File: config.mk
export PLATFORM = sky130hd
export DESIGN_NAME = hamming_secded_dec
export DESIGN_NICKNAME = d
export VERILOG_FILES = /design/src/rtl/hamming_secded_dec.sv
export SDC_FILE = /design/constraint.sdc
export NUM_CORES = 1
export LEC_CHECK = 0
export ABC_AREA = 1
export CORE_UTILIZATION = 40
export CTS_BUF_LIST = sky130_fd_sc_hd__clkbuf_4
export DETAILED_ROUTE_END_ITERATION = 12
export PLACE_DENSITY = 0.75
export SETUP_SLACK_MARGIN = 0.4
export SYNTH_ARGS = -nofsm -noshare
export SYNTH_HDL_FRONTEND = slang
export SYNTH_SLANG_ARGS = --single-unit
File: constraint.sdc
create_clock -name i_clk -period 2.4 [get_ports i_clk]
set_input_delay 0.6 -clock i_clk [delete_from_list [all_inputs] [get_ports i_clk]]
set_output_delay 0.6 -clock i_clk [all_outputs]
set_load 0.01 [all_outputs]
File: src/rtl/hamming_secded_dec.sv
// Pipelined SECDED Hamming decoder with valid/ready handshake on both sides.
// Define HAMMING_DEC_STATS_EN to add saturating SEC/DED word counters.
module hamming_secded_dec #(
  parameter int DATA_W = 8,
  parameter int CNT_W  = 16,
  localparam int P_W = (DATA_W <= 4)  ? 3 :
                       (DATA_W <= 11) ? 4 :
                       (DATA_W <= 26) ? 5 :
                       (DATA_W <= 57) ? 6 : 7,
  localparam int CW_W = DATA_W + P_W + 1
) (
  input  logic              i_clk,
  input  logic              i_rst_n,
  input  logic              i_valid,
  output logic              o_ready,
  input  logic [CW_W-1:0]   i_code,
  output logic              o_valid,
  input  logic              i_ready,
  output logic [DATA_W-1:0] o_data,
  output logic [P_W-1:0]    o_syndrome,
  output logic              o_err_sec,
`ifdef HAMMING_DEC_STATS_EN
  input  logic              i_cnt_clr,
  output logic [CNT_W-1:0]  o_sec_cnt,
  output logic [CNT_W-1:0]  o_ded_cnt,
`endif
  output logic              o_err_ded
);

  localparam logic [P_W-1:0] MAX_POS = P_W'(CW_W - 1);

  function automatic logic [CW_W-1:0] pmask(input int j);
    logic [CW_W-1:0] m;
    m = '0;
    for (int k = 1; k < CW_W; k++)
      if (((k >> j) & 1) == 1)
        m = m | (CW_W'(1) << (k - 1));
    return m;
  endfunction

  function automatic int dpos(input int i);
    int n;
    int r;
    n = 0;
    r = 1;
    for (int k = 1; k < CW_W; k++)
      if ((k & (k - 1)) != 0) begin
        if (n == i) r = k;
        n = n + 1;
      end
    return r;
  endfunction

  logic              s1_valid_q, s1_valid_d;
  logic [CW_W-1:0]   s1_code_q, s1_code_d;
  logic [P_W-1:0]    s1_syn_q, s1_syn_d;
  logic              s1_par_q, s1_par_d;
  logic              s2_valid_q, s2_valid_d;
  logic [DATA_W-1:0] data_q, data_d;
  logic [P_W-1:0]    syn_q, syn_d;
  logic              sec_q, sec_d;
  logic              ded_q, ded_d;

  logic              s2_adv;
  logic [P_W-1:0]    syn_c;
  logic [CW_W-1:0]   fix_c;
  logic [DATA_W-1:0] dat_c;
  logic              in_rng, flip_c;

  for (genvar j = 0; j < P_W; j++) begin : g_syn
    assign syn_c[j] = ^(i_code & pmask(j));
  end

  for (genvar i = 0; i < DATA_W; i++) begin : g_dat
    assign dat_c[i] = fix_c[dpos(i) - 1];
  end

  always_comb begin
    in_rng = (s1_syn_q <= MAX_POS);
    flip_c = s1_par_q & in_rng & (s1_syn_q != '0);
    fix_c  = s1_code_q;
    if (flip_c)
      fix_c = s1_code_q ^ (CW_W'(1) << (s1_syn_q - P_W'(1)));
  end

  always_comb begin
    s2_adv  = !s2_valid_q | i_ready;
    o_ready = !s1_valid_q | s2_adv;

    s1_valid_d = s1_valid_q;
    s1_code_d  = s1_code_q;
    s1_syn_d   = s1_syn_q;
    s1_par_d   = s1_par_q;
    if (o_ready) begin
      s1_valid_d = i_valid;
      if (i_valid) begin
        s1_code_d = i_code;
        s1_syn_d  = syn_c;
        s1_par_d  = ^i_code;
      end
    end

    s2_valid_d = s2_valid_q;
    data_d     = data_q;
    syn_d      = syn_q;
    sec_d      = sec_q;
    ded_d      = ded_q;
    // Output registers only reload when a word moves in, so they hold while stalled.
    if (s2_adv) begin
      s2_valid_d = s1_valid_q;
      if (s1_valid_q) begin
        data_d = dat_c;
        syn_d  = s1_syn_q;
        sec_d  = s1_par_q & in_rng;
        ded_d  = s1_par_q ? !in_rng : (s1_syn_q != '0);
      end
    end
  end

  always_ff @(posedge i_clk) begin
    if (!i_rst_n) begin
      s1_valid_q <= 1'b0;
      s1_code_q  <= '0;
      s1_syn_q   <= '0;
      s1_par_q   <= 1'b0;
      s2_valid_q <= 1'b0;
      data_q     <= '0;
      syn_q      <= '0;
      sec_q      <= 1'b0;
      ded_q      <= 1'b0;
    end else begin
      s1_valid_q <= s1_valid_d;
      s1_code_q  <= s1_code_d;
      s1_syn_q   <= s1_syn_d;
      s1_par_q   <= s1_par_d;
      s2_valid_q <= s2_valid_d;
      data_q     <= data_d;
      syn_q      <= syn_d;
      sec_q      <= sec_d;
      ded_q      <= ded_d;
    end
  end

  assign o_valid    = s2_valid_q;
  assign o_data     = data_q;
  assign o_syndrome = syn_q;
  assign o_err_sec  = sec_q;
  assign o_err_ded  = ded_q;

`ifdef HAMMING_DEC_STATS_EN
  logic             out_fire;
  logic [CNT_W-1:0] sec_cnt_q, sec_cnt_d;
  logic [CNT_W-1:0] ded_cnt_q, ded_cnt_d;

  // Clear has priority over a coincident increment.
  always_comb begin
    out_fire  = s2_valid_q & i_ready;
    sec_cnt_d = sec_cnt_q;
    ded_cnt_d = ded_cnt_q;
    if (i_cnt_clr) begin
      sec_cnt_d = '0;
      ded_cnt_d = '0;
    end else begin
      if (out_fire & sec_q & ~&sec_cnt_q)
        sec_cnt_d = sec_cnt_q + CNT_W'(1);
      if (out_fire & ded_q & ~&ded_cnt_q)
        ded_cnt_d = ded_cnt_q + CNT_W'(1);
    end
  end

  always_ff @(posedge i_clk) begin
    if (!i_rst_n) begin
      sec_cnt_q <= '0;
      ded_cnt_q <= '0;
    end else begin
      sec_cnt_q <= sec_cnt_d;
      ded_cnt_q <= ded_cnt_d;
    end
  end

  assign o_sec_cnt = sec_cnt_q;
  assign o_ded_cnt = ded_cnt_q;
`endif

endmodule
==> impl_metrics.yaml, run 1 <==
finish:
  layout.cells.non_filler: 326
  final_common_cell: "nand2_1"
  area_growth_pct: 25.82
  layout-drive-gt1-share: 0.09712
  mostFrequentLayoutCells: "51 x nand2_1, 31 x clkdlybuf4s50_1, 29 x dfxtp_1, 28 x nor2_1, 27 x inv_1"
  n_antenna_cell: 0
  nNetsFinal: 294
critical_path:
  worst_setup_path_start_kind: "input pin"
  max_stage_delay_ps: 470
  critPathRequiredTime_ps: 1800
  cp_top_family: "buffers and inverters"
  worstPathCellList: "clkdlybuf4s50_1 > inv_2 > nand3_2 > buf_2"
  end_kind: "primary output"
  path_max_fanout: 2
  crit_slowest_cell: "clkdlybuf4s50_1"
  critPathKind: "input pin to primary output"
  r2r-start: "o_valid"
  cp.arrival_ps: 1300
  critPathBufInv: 3
  startpoint: "i_ready"
job:
  maxCapViolCount: 0
global_route:
  grt_pass1_wl_um: 5692
  grt_pass1_vias: 1348
  gr-total-overflow: 0
  grt_max_degree: 26
  grt_usage: 0.1709
  grt_antenna_before_repair: 0
placed_design:
  numPortBuffers: 32
  dpl.cell_count: 318
  gp_congestion: 0.7785
  dp_hpwl_um: 2397
logic_synthesis:
  synth.distinct_cells: 26
  netlist_area_mm2: 0.001633
  yosys.area.top_type: "dfxtp_1"
  synth.net_count: 262
  yosysWarnings: 0
  avgSynthCellArea_um2: 6.665
  ys_ff_latch: 29
  synth_top_area_frac: 0.3556
  seq_area_frac_synth: 0.3556
  synth_top_cells_by_area: "dfxtp_1 36%, nand2_1 12%, a21oi_1 6.4%"
  syn_inst: 245
timing:
  final_max_slew_viol_count: 0
  rsz0062_at_grt: "no"
  fin_hold_ws_ps: 474.6
  fin_crit_sh: 0.7901
  final_hold_viol_count: 0
  setup_tns_ps: 0
  max_freq_ghz: 0.5273
  worst_pin_slew_ps: 394.9
  slew_headroom: 0.7365
  setup-violations-final: 0
  period_needed_ps: 1896
  clock_skew_ps: 10.59
power_and_ir_drop:
  power_density_mw_per_mm2: 588.9
  swShare: 0.2895
  p_int_uw: 859.6
  clkPwrFrac: 0.321
  combPwrFrac: 0.228
  ir_worst_vdd_mv: 0.1769
  p_sw_uw: 350.2
  leakagePower_nw: 0.9669
  pwr-share-seq: 0.451
detailed_routing:
  firstDrtPassIters: 4
  via_per_inst: 4.644
  drtIter0Drc: 96
  wl_per_cell_um: 9.816
  drcViolationCount: 0
  postRouteAntennaNets: 0
  vias: 1514
  finalWirelength_um: 3200
floorplanning:
  core_mm2: 0.003799
  die_w_um: 65.89
  ios: 33
  fp.dieArea_mm2: 0.004341
  fp.dieH_um: 65.89
  rows: 22
  initial_utilization: 0.4298
cts:
  numCtsBuffers: 5
  cts_buffer_depth: 2
  clkSinkCount: 29
  cts_tree: "built"
  htreeDepth: 2
  clk_pin_slew_ps: 80
  cts_hold_buf: 0
  clock_latency_ps: 330
  root_buffer: "clkbuf_4"
hold_path:
  hp-class: "flop to flop"
  hp-start: "s1_code_q[11]"
status:
  outcome: "completed"
-- synthesized netlist by cell type --
| master | number |
|---|---|
| a21oi_1 | 21 |
| clkbuf_1 | 2 |
| o211ai_1 | 1 |
| inv_4 | 1 |
| nand2_4 | 1 |
| nand4_1 | 2 |
| nor3_1 | 6 |
| xor2_2 | 1 |
| inv_1 | 27 |
| xnor2_1 | 9 |
| clkinv_1 | 2 |
| nor4_1 | 1 |
| nand3_1 | 5 |
| dfxtp_1 | 29 |
| buf_4 | 2 |
| nand3_2 | 1 |
| inv_2 | 8 |
| nor2_1 | 28 |
| nand2_2 | 4 |
| o221ai_1 | 1 |
| nand2_1 | 51 |
| o21ai_1 | 19 |
| o21ai_2 | 1 |
| xor2_1 | 10 |
| o21ai_0 | 7 |
| buf_2 | 5 |
-- cell type report --
type                            count  area [um2]
Clock inverter                      3       41.29
Timing Repair Buffer               34       330.3
Inverter                           38       145.1
Clock buffer                        5       37.54
Tap cell                           48       60.06
Fill cell                         393        1744
Multi-Input combinational cell    169       859.6
Sequential cell                    29       580.6
-- layer usage --
metal,wire length (um),up-vias,GRT usage
li1,-,832,-
met1,1538,637,0.2017
met2,1435,39,0.2844
met3,160,6,0.04310
met4,66,0,0.08424
met5,0,-,0
-- tightest hold or removal path: stages, from the launching register on --
cell,delay (ps)
dfxtp_1,320
inv_1,60
a21oi_1,60
-- worst paths after layout --
kind                            depth (start not counted)  slack (ps)       endpoint
worst min-delay path                                    2         470  s1_code_q[11]
worst min register to register                          2         470  s1_code_q[11]
worst max-delay path                                    4         500        o_ready
worst max register to register                          6        1140      o_data[6]
-- state kept, by name, summed over array words and instances, names as in the netlist --
register,cells
o_syndrome,4
o_err_ded,1
s1_par_q,1
s1_valid_q,1
o_data,8
o_valid,1
s1_syn_q,4
o_err_sec,1
s1_code_q,8
-- power groups by stage --
stage / combinational [mW] / clock [mW] / sequential, mW
floorplan: 0.174 / 0 / 0.560
global placement: 0.272 / 0 / 0.555
detailed placement: 0.277 / 0 / 0.556
CTS: 0.278 / 0.400 / 0.545
global route: 0.314 / 0.419 / 0.550
finish: 0.276 / 0.389 / 0.545
-- stage by stage --
step / cell area (um2) / setup WS, ps / util / total power [mW]
CTS: 2061 / 409.0 / 0.5425 / 1.223
floorplan: 1633 / 969.2 / - / 0.7347
global route: 2054 / 471.9 / 0.5408 / 1.283
detailed placement: 1981 / 102.5 / 0.5214 / 0.8331
global placement: 1981 / 106.6 / 0.5214 / 0.8276
finish: 2054 / 503.7 / 0.5408 / 1.210
-- kinds of logic after synthesis --
kind of cell / synth area share
AO/OA/AOI/OAI: 0.1594
flip-flops: 0.3556
AND/OR/NAND/NOR: 0.2552
buffers and inverters: 0.1180
XOR/XNOR: 0.1119
-- repair_timing --
| action | in CTS | in global routing |
|---|---|---|
| pin swaps | 0 | 0 |
| endpoints found under the hold margin | 0 | 0 |
| setup endpoints to repair | 1 | 1 |
| gates resized for setup | 3 | 1 |
| setup buffers | 0 | 0 |
Power figures use the tool's default switching activity.
==> inputs of run 2 (changes only) <==
Clock period 2.4 ns to 1.95 ns, I/O delays scaled along.
==> impl_metrics.yaml, run 2 (synthesized netlist as in run 1, its figures left out) <==
timing:
  slew_headroom: 0.7057
  final_max_slew_viol_count: 0
  final_hold_viol_count: 0
  period_needed_ps: 1491
  fin_hold_ws_ps: 470.9
  setup-violations-final: 0
  clock_skew_ps: 8.950
  rsz0062_at_grt: "yes"
  max_freq_ghz: 0.6705
  worst_pin_slew_ps: 440.9
  fin_crit_sh: 0.7649
finish:
  area_growth_pct: 26.74
  final_common_cell: "nand2_1"
  layout.cells.non_filler: 329
  layout-drive-gt1-share: 0.1068
  mostFrequentLayoutCells: "51 x nand2_1, 29 x dfxtp_1, 28 x nor2_1, 27 x inv_1, 21 x a21oi_1"
  nNetsFinal: 297
  n_antenna_cell: 0
hold_path:
  hp-start: "o_err_ded"
  hold_end: "o_err_ded"
  worstHoldPathCells: 2
  hp-class: "flop to flop"
cts:
  clk_pin_slew_ps: 80
  clock_latency_ps: 340
  cts_tree: "built"
  cts_buffer_depth: 2
  htreeDepth: 2
  root_buffer: "clkbuf_4"
  numCtsBuffers: 5
  clkSinkCount: 29
critical_path:
  critPathRequiredTime_ps: 2180
  reg2reg_depth: 8
  cp.arrival_ps: 1730
  r2r_slack_ps: 690
  end_kind: "flop"
  worst_setup_path_start_kind: "input pin"
  critPathKind: "input pin to flop"
  path_max_fanout: 4
  regToRegEndpoint: "o_data[1]"
  r2r-start: "s1_syn_q[0]"
power_and_ir_drop:
  combPwrFrac: 0.249
  leakagePower_nw: 1.112
  power_density_mw_per_mm2: 647.6
  p_int_uw: 912.5
  pwr-share-seq: 0.500
  ir_worst_vdd_mv: 0.2818
  p_sw_uw: 427.8
  clkPwrFrac: 0.250
  swShare: 0.3192
global_route:
  gr-total-overflow: 0
  grt_pass1_wl_um: 5947
  grt_antenna_before_repair: 0
  grt_usage: 0.1786
  grt_pass1_vias: 1390
  grt_max_degree: 19
floorplanning:
  rows: 22
  ios: 33
  initial_utilization: 0.4298
  fp.dieH_um: 65.89
  die_w_um: 65.89
  fp.dieArea_mm2: 0.004341
  core_mm2: 0.003799
detailed_routing:
  vias: 1536
  postRouteAntennaNets: 0
  via_per_inst: 4.669
  firstDrtPassIters: 4
  drtIter0Drc: 68
  wl_per_cell_um: 10.08
  finalWirelength_um: 3317
  drcViolationCount: 0
placed_design:
  numPortBuffers: 32
  dpl.cell_count: 321
  dp_hpwl_um: 2497
  gp_congestion: 0.7912
job:
  maxCapViolCount: 0
status:
  outcome: "completed"
run 2: cell types whose count changed in the layout (fill, tap and decap cells not counted), moves of 2 or more:
cell / before / now
clkdlybuf4s50_1: 31 / 6
buf_4: 2 / 4
dlymetal6s2s_1: 0 / 7
dlygate4sd2_1: 0 / 18
run 2: worst max-delay path by stage:
stage,start,endpoint,slack (ps),cells past startpoint
after floorplan,i_code[3],s1_par_q,630,11
after global placement,i_ready,o_ready,-120,4
after detailed placement,i_ready,o_ready,-130,4
after CTS,i_ready,o_ready,270,4
after global routing,i_code[10],s1_par_q,270,12
final,i_code[4],s1_par_q,460,9
run 2: through the flow:
stage	utilization	setup slack [ps]	cell area, um2	TNS [ps]	total power [mW]
5_1_grt	0.5448	270.9	2069	0	1.424
6_report	0.5448	458.5	2069	0	1.340
4_1_cts	0.5366	270.7	2038	0	1.349
3_3_place_gp	0.5306	-116.4	2016	-116.4	1.028
3_5_place_dp	0.5306	-125.8	2016	-135.5	1.035
2_1_floorplan	-	631.7	1633	0	0.9042
run 2: final cells by class:
type                            count  area, um2
Tap cell                           48      60.06
Multi-Input combinational cell    169      867.1
Clock inverter                      3      12.51
Fill cell                         378       1729
Sequential cell                    29      580.6
Timing Repair Buffer               37      366.6
Inverter                           38      145.1
Clock buffer                        5      37.54
run 2: power groups by stage:
stage          clock (mW)  sequential (mW)  combinational (mW)
6_report            0.336            0.670               0.334
2_1_floorplan           0            0.690               0.215
3_3_place_gp            0            0.683               0.344
4_1_cts             0.344            0.670               0.335
3_5_place_dp            0            0.685               0.351
5_1_grt             0.364            0.677               0.383
run 2: repair_timing:
item	4_1_cts	5_1_grt
endpoints found under the setup margin	18	12
hold buffers	0	0
resized for setup	22	9
buffers inserted	0	0
pin swaps	0	1
run 2: critical path: stages:
cell             delay (ps)
clkdlybuf4s50_1         600
xor2_1                  170
nand2_1                  80
nand2_1                  70
nand2_1                  60
nand3_1                  80
nand3_1                  70
nand2_1                  60
inv_1                    40
run 2: layer usage:
metal	up-vias	share of wire	routed length, um	track usage
met5	-	0	0	0
met3	5	0.041	137	0.03621
met4	0	0.014	48	0.08967
met1	655	0.48	1603	0.2238
li1	839	-	-	-
met2	37	0.46	1528	0.2870
